**src/rtl/alu_pkg.sv**
```systemverilog
// Shared op codes and FSM encoding for the sequential ALU and the ALU control decoder.
package alu_pkg;

  localparam logic [3:0] OP_ADD  = 4'b0000;
  localparam logic [3:0] OP_SUB  = 4'b0001;
  localparam logic [3:0] OP_AND  = 4'b0010;
  localparam logic [3:0] OP_OR   = 4'b0011;
  localparam logic [3:0] OP_XOR  = 4'b0100;
  localparam logic [3:0] OP_SLL  = 4'b0101;
  localparam logic [3:0] OP_SLT  = 4'b0110;
  localparam logic [3:0] OP_SLTU = 4'b0111;
  localparam logic [3:0] OP_SRL  = 4'b1000;
  localparam logic [3:0] OP_SRA  = 4'b1001;
  localparam logic [3:0] OP_SUBU = 4'b1010;

  typedef enum logic [1:0] {
    ST_IDLE  = 2'd0,
    ST_SHIFT = 2'd1,
    ST_DONE  = 2'd2
  } alu_state_e;

  function automatic logic is_shift_op(input logic [3:0] op);
    return (op == OP_SLL) || (op == OP_SRL) || (op == OP_SRA);
  endfunction

endpackage

```
**src/rtl/alu_comb_core.sv**
```systemverilog
// Combinational add/sub/logic/compare for every non-shift op; shift and unused codes yield 0.
module alu_comb_core
  import alu_pkg::*;
#(
  parameter int XLEN = 32
) (
  input  logic [3:0]      op,
  input  logic [XLEN-1:0] a,
  input  logic [XLEN-1:0] b,
  output logic [XLEN-1:0] result,
  output logic            less
);

  logic [XLEN-1:0] diff;
  logic            lt_signed;
  logic            lt_unsigned;

  assign diff        = a - b;
  assign lt_signed   = $signed(a) < $signed(b);
  assign lt_unsigned = a < b;

  always_comb begin
    result = '0;
    less   = 1'b0;
    case (op)
      OP_ADD:  result = a + b;
      OP_SUB: begin
        result = diff;
        less   = lt_signed;
      end
      OP_AND:  result = a & b;
      OP_OR:   result = a | b;
      OP_XOR:  result = a ^ b;
      OP_SLT: begin
        result = {{(XLEN-1){1'b0}}, lt_signed};
        less   = lt_signed;
      end
      OP_SLTU: begin
        result = {{(XLEN-1){1'b0}}, lt_unsigned};
        less   = lt_unsigned;
      end
      OP_SUBU: begin
        result = diff;
        less   = lt_unsigned;
      end
      default: begin
        result = '0;
        less   = 1'b0;
      end
    endcase
  end

endmodule

```
**src/rtl/seq_alu.sv**
```systemverilog
// Multi-cycle ALU: single-cycle ops via alu_comb_core, shifts iterated one bit per cycle.
module seq_alu
  import alu_pkg::*;
#(
  parameter int XLEN = 32
) (
  input  logic            clk,
  input  logic            rst_n,
  input  logic            in_valid,
  output logic            in_ready,
  input  logic [3:0]      alu_operation,
  input  logic [XLEN-1:0] operand_a,
  input  logic [XLEN-1:0] operand_b,
  output logic            out_valid,
  input  logic            out_ready,
  output logic [XLEN-1:0] result,
  output logic            zero,
  output logic            less,
  output logic [1:0]      fsm_state
);

  localparam int SHW = $clog2(XLEN);

  // Handshakes: a transfer happens on a rising edge where valid && ready are both high.
  // in_ready is high only in IDLE; out_valid is high only in DONE, and result/zero/less
  // stay stable from the rise of out_valid until the transfer edge.

  alu_state_e      state_q, state_d;
  logic [XLEN-1:0] work_q, work_d;
  logic [SHW-1:0]  cnt_q, cnt_d;
  logic [3:0]      op_q, op_d;
  logic [XLEN-1:0] result_q, result_d;
  logic            zero_q, zero_d;
  logic            less_q, less_d;

  logic [XLEN-1:0] core_result;
  logic            core_less;
  logic [SHW-1:0]  shamt;
  logic [XLEN-1:0] work_shifted;

  alu_comb_core #(.XLEN(XLEN)) u_core (
    .op     (alu_operation),
    .a      (operand_a),
    .b      (operand_b),
    .result (core_result),
    .less   (core_less)
  );

  assign shamt = operand_b[SHW-1:0];

  always_comb begin
    work_shifted = work_q;
    case (op_q)
      OP_SLL:  work_shifted = {work_q[XLEN-2:0], 1'b0};
      OP_SRL:  work_shifted = {1'b0, work_q[XLEN-1:1]};
      OP_SRA:  work_shifted = {work_q[XLEN-1], work_q[XLEN-1:1]};
      default: work_shifted = work_q;
    endcase
  end

  always_comb begin
    state_d  = state_q;
    work_d   = work_q;
    cnt_d    = cnt_q;
    op_d     = op_q;
    result_d = result_q;
    zero_d   = zero_q;
    less_d   = less_q;
    case (state_q)
      ST_IDLE: begin
        if (in_valid) begin
          if (is_shift_op(alu_operation) && (shamt != '0)) begin
            state_d = ST_SHIFT;
            work_d  = operand_a;
            cnt_d   = shamt;
            op_d    = alu_operation;
          end else if (is_shift_op(alu_operation)) begin
            // Zero shift amount: the operand passes straight through.
            state_d  = ST_DONE;
            result_d = operand_a;
            zero_d   = (operand_a == '0);
            less_d   = 1'b0;
          end else begin
            state_d  = ST_DONE;
            result_d = core_result;
            zero_d   = (core_result == '0);
            less_d   = core_less;
          end
        end
      end
      ST_SHIFT: begin
        work_d = work_shifted;
        cnt_d  = cnt_q - SHW'(1);
        if (cnt_q == SHW'(1)) begin
          state_d  = ST_DONE;
          result_d = work_shifted;
          zero_d   = (work_shifted == '0);
          less_d   = 1'b0;
        end
      end
      ST_DONE: begin
        if (out_ready) state_d = ST_IDLE;
      end
      default: state_d = ST_IDLE;
    endcase
  end

  always_ff @(posedge clk or negedge rst_n) begin
    if (!rst_n) state_q <= ST_IDLE;
    else        state_q <= state_d;
  end

  always_ff @(posedge clk or negedge rst_n) begin
    if (!rst_n) begin
      work_q   <= '0;
      cnt_q    <= '0;
      op_q     <= '0;
      result_q <= '0;
      zero_q   <= 1'b0;
      less_q   <= 1'b0;
    end else begin
      work_q   <= work_d;
      cnt_q    <= cnt_d;
      op_q     <= op_d;
      result_q <= result_d;
      zero_q   <= zero_d;
      less_q   <= less_d;
    end
  end

  assign in_ready  = (state_q == ST_IDLE);
  assign out_valid = (state_q == ST_DONE);
  assign result    = result_q;
  assign zero      = zero_q;
  assign less      = less_q;
  assign fsm_state = state_q;

endmodule

```
**config.mk**
```make
export PLATFORM = sky130hd
export DESIGN_NAME = seq_alu
export DESIGN_NICKNAME = d
export VERILOG_FILES = /design/src/rtl/alu_pkg.sv /design/src/rtl/alu_comb_core.sv /design/src/rtl/seq_alu.sv
export SDC_FILE = /design/constraint.sdc
export NUM_CORES = 1
export LEC_CHECK = 0
export ABC_CLOCK_PERIOD_IN_PS = 2490
export CORE_MARGIN = 1
export CORE_UTILIZATION = 45
export DETAILED_ROUTE_END_ITERATION = 10
export PLACE_DENSITY = 0.64
export SYNTH_ARGS = -nofsm -noshare
export SYNTH_HDL_FRONTEND = slang
export SYNTH_HIERARCHICAL = 1
export SYNTH_SLANG_ARGS = --single-unit
```
**constraint.sdc**
```tcl
create_clock -name clk -period 2.49 [get_ports clk]
set_input_delay 0.498 -clock clk [delete_from_list [all_inputs] [get_ports clk]]
set_output_delay 0.498 -clock clk [all_outputs]
set_load 0.05 [all_outputs]
```
Yosys cells after proc, flatten, opt, wreduce, memory -nomap -nowiden
Index checks and enable logic that the tools add are counted.
{ "op_classes": {"addsub": 3, "n_lt_le_gt_ge": 2, "n_eq_ne": 21, "mux": 29, "bitwise_logic": 3, "n_reduce_logical": 17} }
{ "ops": {"columns": ["operator", "count"], "rows": [
  ["32-bit case mux with 7 select lines", 1],
  ["32-bit 2-to-1 mux", 6],
  ["32-bit case mux with 2 select lines", 2],
  ["32-bit zero test", 3],
  ["32-bit case mux with 3 select lines", 1],
  ["32-bit less-than comparator", 2],
  ["32-bit adder", 1],
  ["32-bit bitwise AND", 1],
  ["32-bit bitwise OR", 1],
  ["32-bit subtractor", 1],
  ["32-bit bitwise XOR", 1],
  ["4-bit by 3-bit equality test with 1-bit output, second input constant", 5],
  ["4-bit equality test, second input constant", 5],
  ["5-bit 2-to-1 mux", 2],
  ["5-bit case mux with 2 select lines", 1],
  ["3-bit AND reduction", 3],
  ["4-bit by 2-bit equality test with 1-bit output, second input constant", 2],
  ["1-bit 2-to-1 mux", 8],
  ["2-bit 2-to-1 mux", 4],
  ["2-bit != test, second input constant", 3],
  ["1-bit case mux with 2 select lines", 3],
  ["2-bit case mux with 3 select lines", 1],
  ["2-bit OR reduction", 3],
  ["5-bit by 1-bit equality test with 1-bit output, second input constant", 1],
  ["12 further kinds", 14]
]} }
{ "totals": {"reg_bits": 77, "in_bits": 72, "output_inout_bits": 38, "elab_cells": 82} }

Depth between registers and ports, before layout
{ "logic_depth": {"word_depth": 8, "mapped_depth": 18, "mapped_depth_nobuf": 18} }

Cells and area by module
The synthesis kept the hierarchy.
{ "by_module_without_submodules": {"columns": ["mod", "n_inst", "cells_per_inst", "area_per_inst_um2", "seq_area_each_um2"], "rows": [
  ["alu_comb_core", 1, 790, 5068.6, 0.0],
  ["seq_alu", 1, 564, 4604.4, 1926.8]
]} }

Least setup slack after synthesis
OpenSTA, ideal clock, no wires.
{ "synth_path": {"path_type": "in2reg", "from": "in operand_a[0]", "to": "reg zero_q (netlist: zero)", "setup_ns": 0.128, "arrival_time_ns": 3.665, "required_ns": 2.362, "path_slack_ns": -1.302, "cell_stages": 18, "n_path_buf": 0, "cell_sequence": "ha_1 inv_1 fa_1 and2b_1 o2111ai_1 a31o_1 a2111o_1 a211o_1 a21oi_2 a21oi_1 o221a_1 a31oi_1 nor4_1 nand4_1 nor3_1 o21ai_0 o41ai_1 mux2_1"} }
{ "synth_between": {"elab_chain_cells": 7, "word_cells_on_any_way": 14, "classes_between": "2 x add/sub; 2 x order compare; 5 x mux; 3 x bitwise; 2 x reduce/logical"} }
{ "synth_lines": {"columns": ["element", "line_no", "source"], "rows": [
  ["from (decl)", "seq_alu.sv:12", "input logic [XLEN-1:0] operand_a,"],
  ["32-bit subtractor / 32-bit adder (equally long branches)", "alu_comb_core.sv:18, alu_comb_core.sv:26", null],
  ["32-bit case mux with 7 select lines (*)", "alu_comb_core.sv:25", "case (op)"],
  ["named net core_result[30]", "seq_alu.sv:36", "logic [XLEN-1:0] core_result;"],
  ["32-bit zero test (*)", "seq_alu.sv:86", "zero_d = (core_result == '0);"],
  ["1-bit 2-to-1 mux (*)", "seq_alu.sv:77", "end else if (is_shift_op(alu_operation)) begin"],
  ["1-bit 2-to-1 mux (*)", "seq_alu.sv:72", "if (is_shift_op(alu_operation) && (shamt != '0)) begin"],
  ["1-bit 2-to-1 mux (*)", "seq_alu.sv:71", "if (in_valid) begin"],
  ["1-bit case mux with 2 select lines (*)", "seq_alu.sv:69", "case (state_q)"],
  ["to (signal assigned)", "seq_alu.sv:126", "zero_q <= zero_d;"],
  ["to (decl)", "seq_alu.sv:33", "logic zero_q, zero_d;"]
]} }
The timed path passes the listed nets; every way through them passes the cells marked *. The select of a mux whose other input is x is not followed.
A chain may end at the register's enable or synchronous reset.

Worst setup path in the final report
Same ends and word-level chain as after synthesis.

==> impl_results.md <==
- CP Launch Type: primary input
- Top-Level Pins: 110
- Post-synth EDFFs: 0
- Post-Synthesis Net Count: 1527
- Final Hold Viols: 0
- CTS tree: yes
- 1st-iter DRT viols: 1061
- Drt pass-1 iters: 6
- Failing checks: negative setup slack
- Synth cell types: 87
- Clock latency on the worst-skew pair: 0.34 ns
- First-pass GRT wire length: 66820 µm
- Syn-to-layout area delta: 73.81%
- Die area: 22090 µm²
- Share of layout cells above drive strength 1: 0.4624
- Busiest grt layer: met2
- Worst-path clk slew: 0.06 ns
- Slowest stage cell, crit path: a2111o_1
- Starting Density: 0.4602
- Pre-CTS setup slack: -2.188 ns
- Final Core Density: 0.7998
- Number of global-route vias before repair: 12413
- Yosys warns: 6
- Area occupied by multi-input gates: 8880 µm²
- H-Tree Depth: 3
- Crit-path max FO: 4
- PwrDens: 651.5 nW/µm²
- WP data required: 2.76 ns
- Status: finished with violations
- Critical Path Sink Type: flip-flop
- Grt met2 use: 0.6341
- Max-Cap Viols: 0
- Met3 usage: 0.04141
- Lkg Pwr: 7.783 nW
- Routed Antenna Nets: 0
- Core Box Area: 21020 µm²
- WS Path Type: primary input to flip-flop
- Worst path arrival time: 4.13 ns
- CTS sink cnt: 77
- GPL Wtd Cong: 0.9968
- Storage element area: 1927 µm²
- Final setup violation count: 31
- Routed length per placed instance: 20.75 µm
- Slew @ Worst Pin: 0.7182 ns
- All-Layer GR Usage: 0.3867
- Synth Register Bits: 77
- CTS Buf Count: 9
- Die Height: 148.6 µm
- Placement Cell Area: 14340 µm²
- Maximum number of pins on one net before global-route repair: 72
- GRT overflow: 0
- Root buf cell: clkbuf_16
- Rows: 53
- Slew margin rel.: 0.5088
- Crit-path cells: buf_8 -> ha_4 -> inv_2 -> fa_2 -> and2b_1 -> o2111ai_2 -> a31o_1 -> a2111o_1 -> a211o_1 -> a21oi_4 -> nor3_2 -> a211o_1 -> nor4_1 -> nand4_1 -> nor3_2 -> o21ai_1 -> o41ai_2 -> mux2_4
- Asr flop ratio synth: 1.000
- Initial antenna violation count: 0
- Fmax: 259.5 MHz
- # DRC: 0
- IO buf count: 109
- Hold Slack: 0.1671 ns
- Via density: 6.092
- Clock Skew: 0.01214 ns
- Met1 Use GR: 0.5277
- Worst Path Buf+Inv: 2
- Syn_area_per_cell: 7.144 µm²
- Setup ws final: -1.364 ns
- Top_reg_cell synth: dfrtp_1
- Minimum clock period: 3.854 ns
- Cell area after synthesis: 9673 µm²
- Flop2flop setup slack: -0.10 ns
- Fin crit share: 1.548
- Critical path's largest stage delay: 0.47 ns
- DP HPWL: 32560 µm
- Die width: 148.6 µm
- HP Class: primary input to asynchronous set/reset pin
- RSZ-0062 raised after global routing: true
- Sequential share of the synthesized area: 0.1992
- Synthesized instance count: 1354
- Vias: 13031
- Antenna diodes: 0
- Routed wire length: 44390 µm
- Fin nets: 2032
- Longest Clk Path Bufs: 2
- Post-route cell area: 16810 µm²
- Top cell family by delay on the critical path: compound AO/OA/AOI/OAI gates
- Worst IR Drop VDD: 528.3 µV
- Final Slew Violations: 0
- Fillcell total: 1401
- Setup TNS: -20.48 ns
==> cell type report <==
| cell class | instances | area share |
|---|---|---|
| repair buffers | 587 | 0.2953 |
| clock inverters | 5 | 0.002456 |
| inverters | 98 | 0.02396 |
| multi-input cells | 1086 | 0.5282 |
| clock buffers | 11 | 0.01503 |
| well taps | 275 | 0.02047 |
| flip-flops and latches | 77 | 0.1146 |
==> worst paths after layout <==
path / start / end / cells past startpoint
worst max-delay path: operand_a[0] / zero / 18
worst min-delay path: rst_n / result[5] / 1
worst max register to register: op_q[0] / zero / 9
worst min register to register: result[9] / result[9] / 1
max in group asynchronous: rst_n / result[18] / 2
min in group clk: result[9] / result[9] / 1
==> cells in the final DEF, fill, tap and decap left out, drive strengths merged, types with 10 or more instances in the layout <==
cell type	synthesis	layout
a211oi	11	11
a21o	49	49
a21oi	96	96
a221oi	12	12
a22o	24	24
a311oi	15	15
buf	23	501
clkbuf	70	18
clkdlybuf4s50	0	49
dfrtp	77	77
dlygate4sd2	0	20
ha	99	99
inv	98	100
mux2i	20	20
nand2	202	202
nand3	35	35
nand4	10	10
nor2	107	107
nor2b	11	11
nor3	19	19
nor4	30	30
o211ai	21	21
o21ai	130	130
o21bai	14	14
o221ai	12	12
o22ai	11	11
o31ai	22	22
==> synthesized netlist by cell type, types with 19 or more instances <==
| master | n | share of area |
|---|---|---|
| nor2_1 | 107 | 0.042 |
| a21o_1 | 49 | 0.038 |
| nor3_1 | 19 | 0.0098 |
| nand2_1 | 202 | 0.078 |
| clkbuf_1 | 69 | 0.027 |
| inv_1 | 98 | 0.038 |
| nor4_1 | 30 | 0.019 |
| o31ai_1 | 22 | 0.017 |
| ha_1 | 99 | 0.13 |
| dfrtp_1 | 77 | 0.20 |
| o21ai_0 | 126 | 0.065 |
| mux2i_1 | 20 | 0.021 |
| o211ai_1 | 21 | 0.016 |
| a21oi_1 | 93 | 0.048 |
| nand3_1 | 35 | 0.018 |
| a22o_1 | 24 | 0.022 |
==> worst reg2reg max path, delay by kind of cell, from the launching register on <==
kind / cells / cell delay [ns]
AOI/OAI and AO/OA: 3 / 0.85
muxes: 1 / 0.19
DFF: 1 / 0.41
and+or+nand+nor: 3 / 0.68
buffers and inverters: 2 / 0.40
==> sequential cells by signal (all words and copies together), names as in the netlist <==
register and flops:
work_q 32, cnt_q 5, fsm_state 2, less 1, result 32, op_q 4
zero 1
==> timing repair <==
| action | 4_1_cts | 5_1_grt |
|---|---|---|
| pin swaps | 136 | 109 |
| endpoints found under the setup margin | 50 | 62 |
| setup buffers | 66 | 32 |
| gates resized for setup | 429 | 149 |
| hold buffers | 0 | 0 |
==> where the power goes <==
group | total, mW | leakage [nW] | internal [mW] | switching [mW]
Combinational | 7.35 | 6.68 | 3.13 | 4.22
Clock | 1.28 | 0.139 | 0.738 | 0.538
Sequential | 2.33 | 0.969 | 1.80 | 0.525
==> logic make-up (layout without fill, tap and decap cells) <==
kind of cell / Yosys count / in the layout / share of synthesized area
AOI/OAI and AO/OA: 497 / 497 / 0.3469
xor gates and xnor gates: 2 / 2 / 0.001811
adders and majority gates: 101 / 101 / 0.1322
buffers and inverters: 191 / 701 / 0.07813
DFF: 77 / 77 / 0.1992
muxes: 25 / 25 / 0.02652
and+or+nand+nor: 461 / 461 / 0.2152
==> routing by layer <==
| layer | share of wire | vias to the layer above |
|---|---|---|
| met3 | 0.078 | 144 |
| met1 | 0.42 | 6240 |
| li1 | - | 5933 |
| met5 | 0 | - |
| met2 | 0.47 | 714 |
| met4 | 0.033 | 0 |
==> per-stage QoR <==
step           power, mW  std cells
2_1_floorplan      6.042       1354
3_3_place_gp       8.600       2047
3_5_place_dp       8.725       2047
4_1_cts            10.52       2118
5_1_grt            11.50       2139
6_report           10.95       2139
No activity file was read; power rests on OpenSTA's default activity.
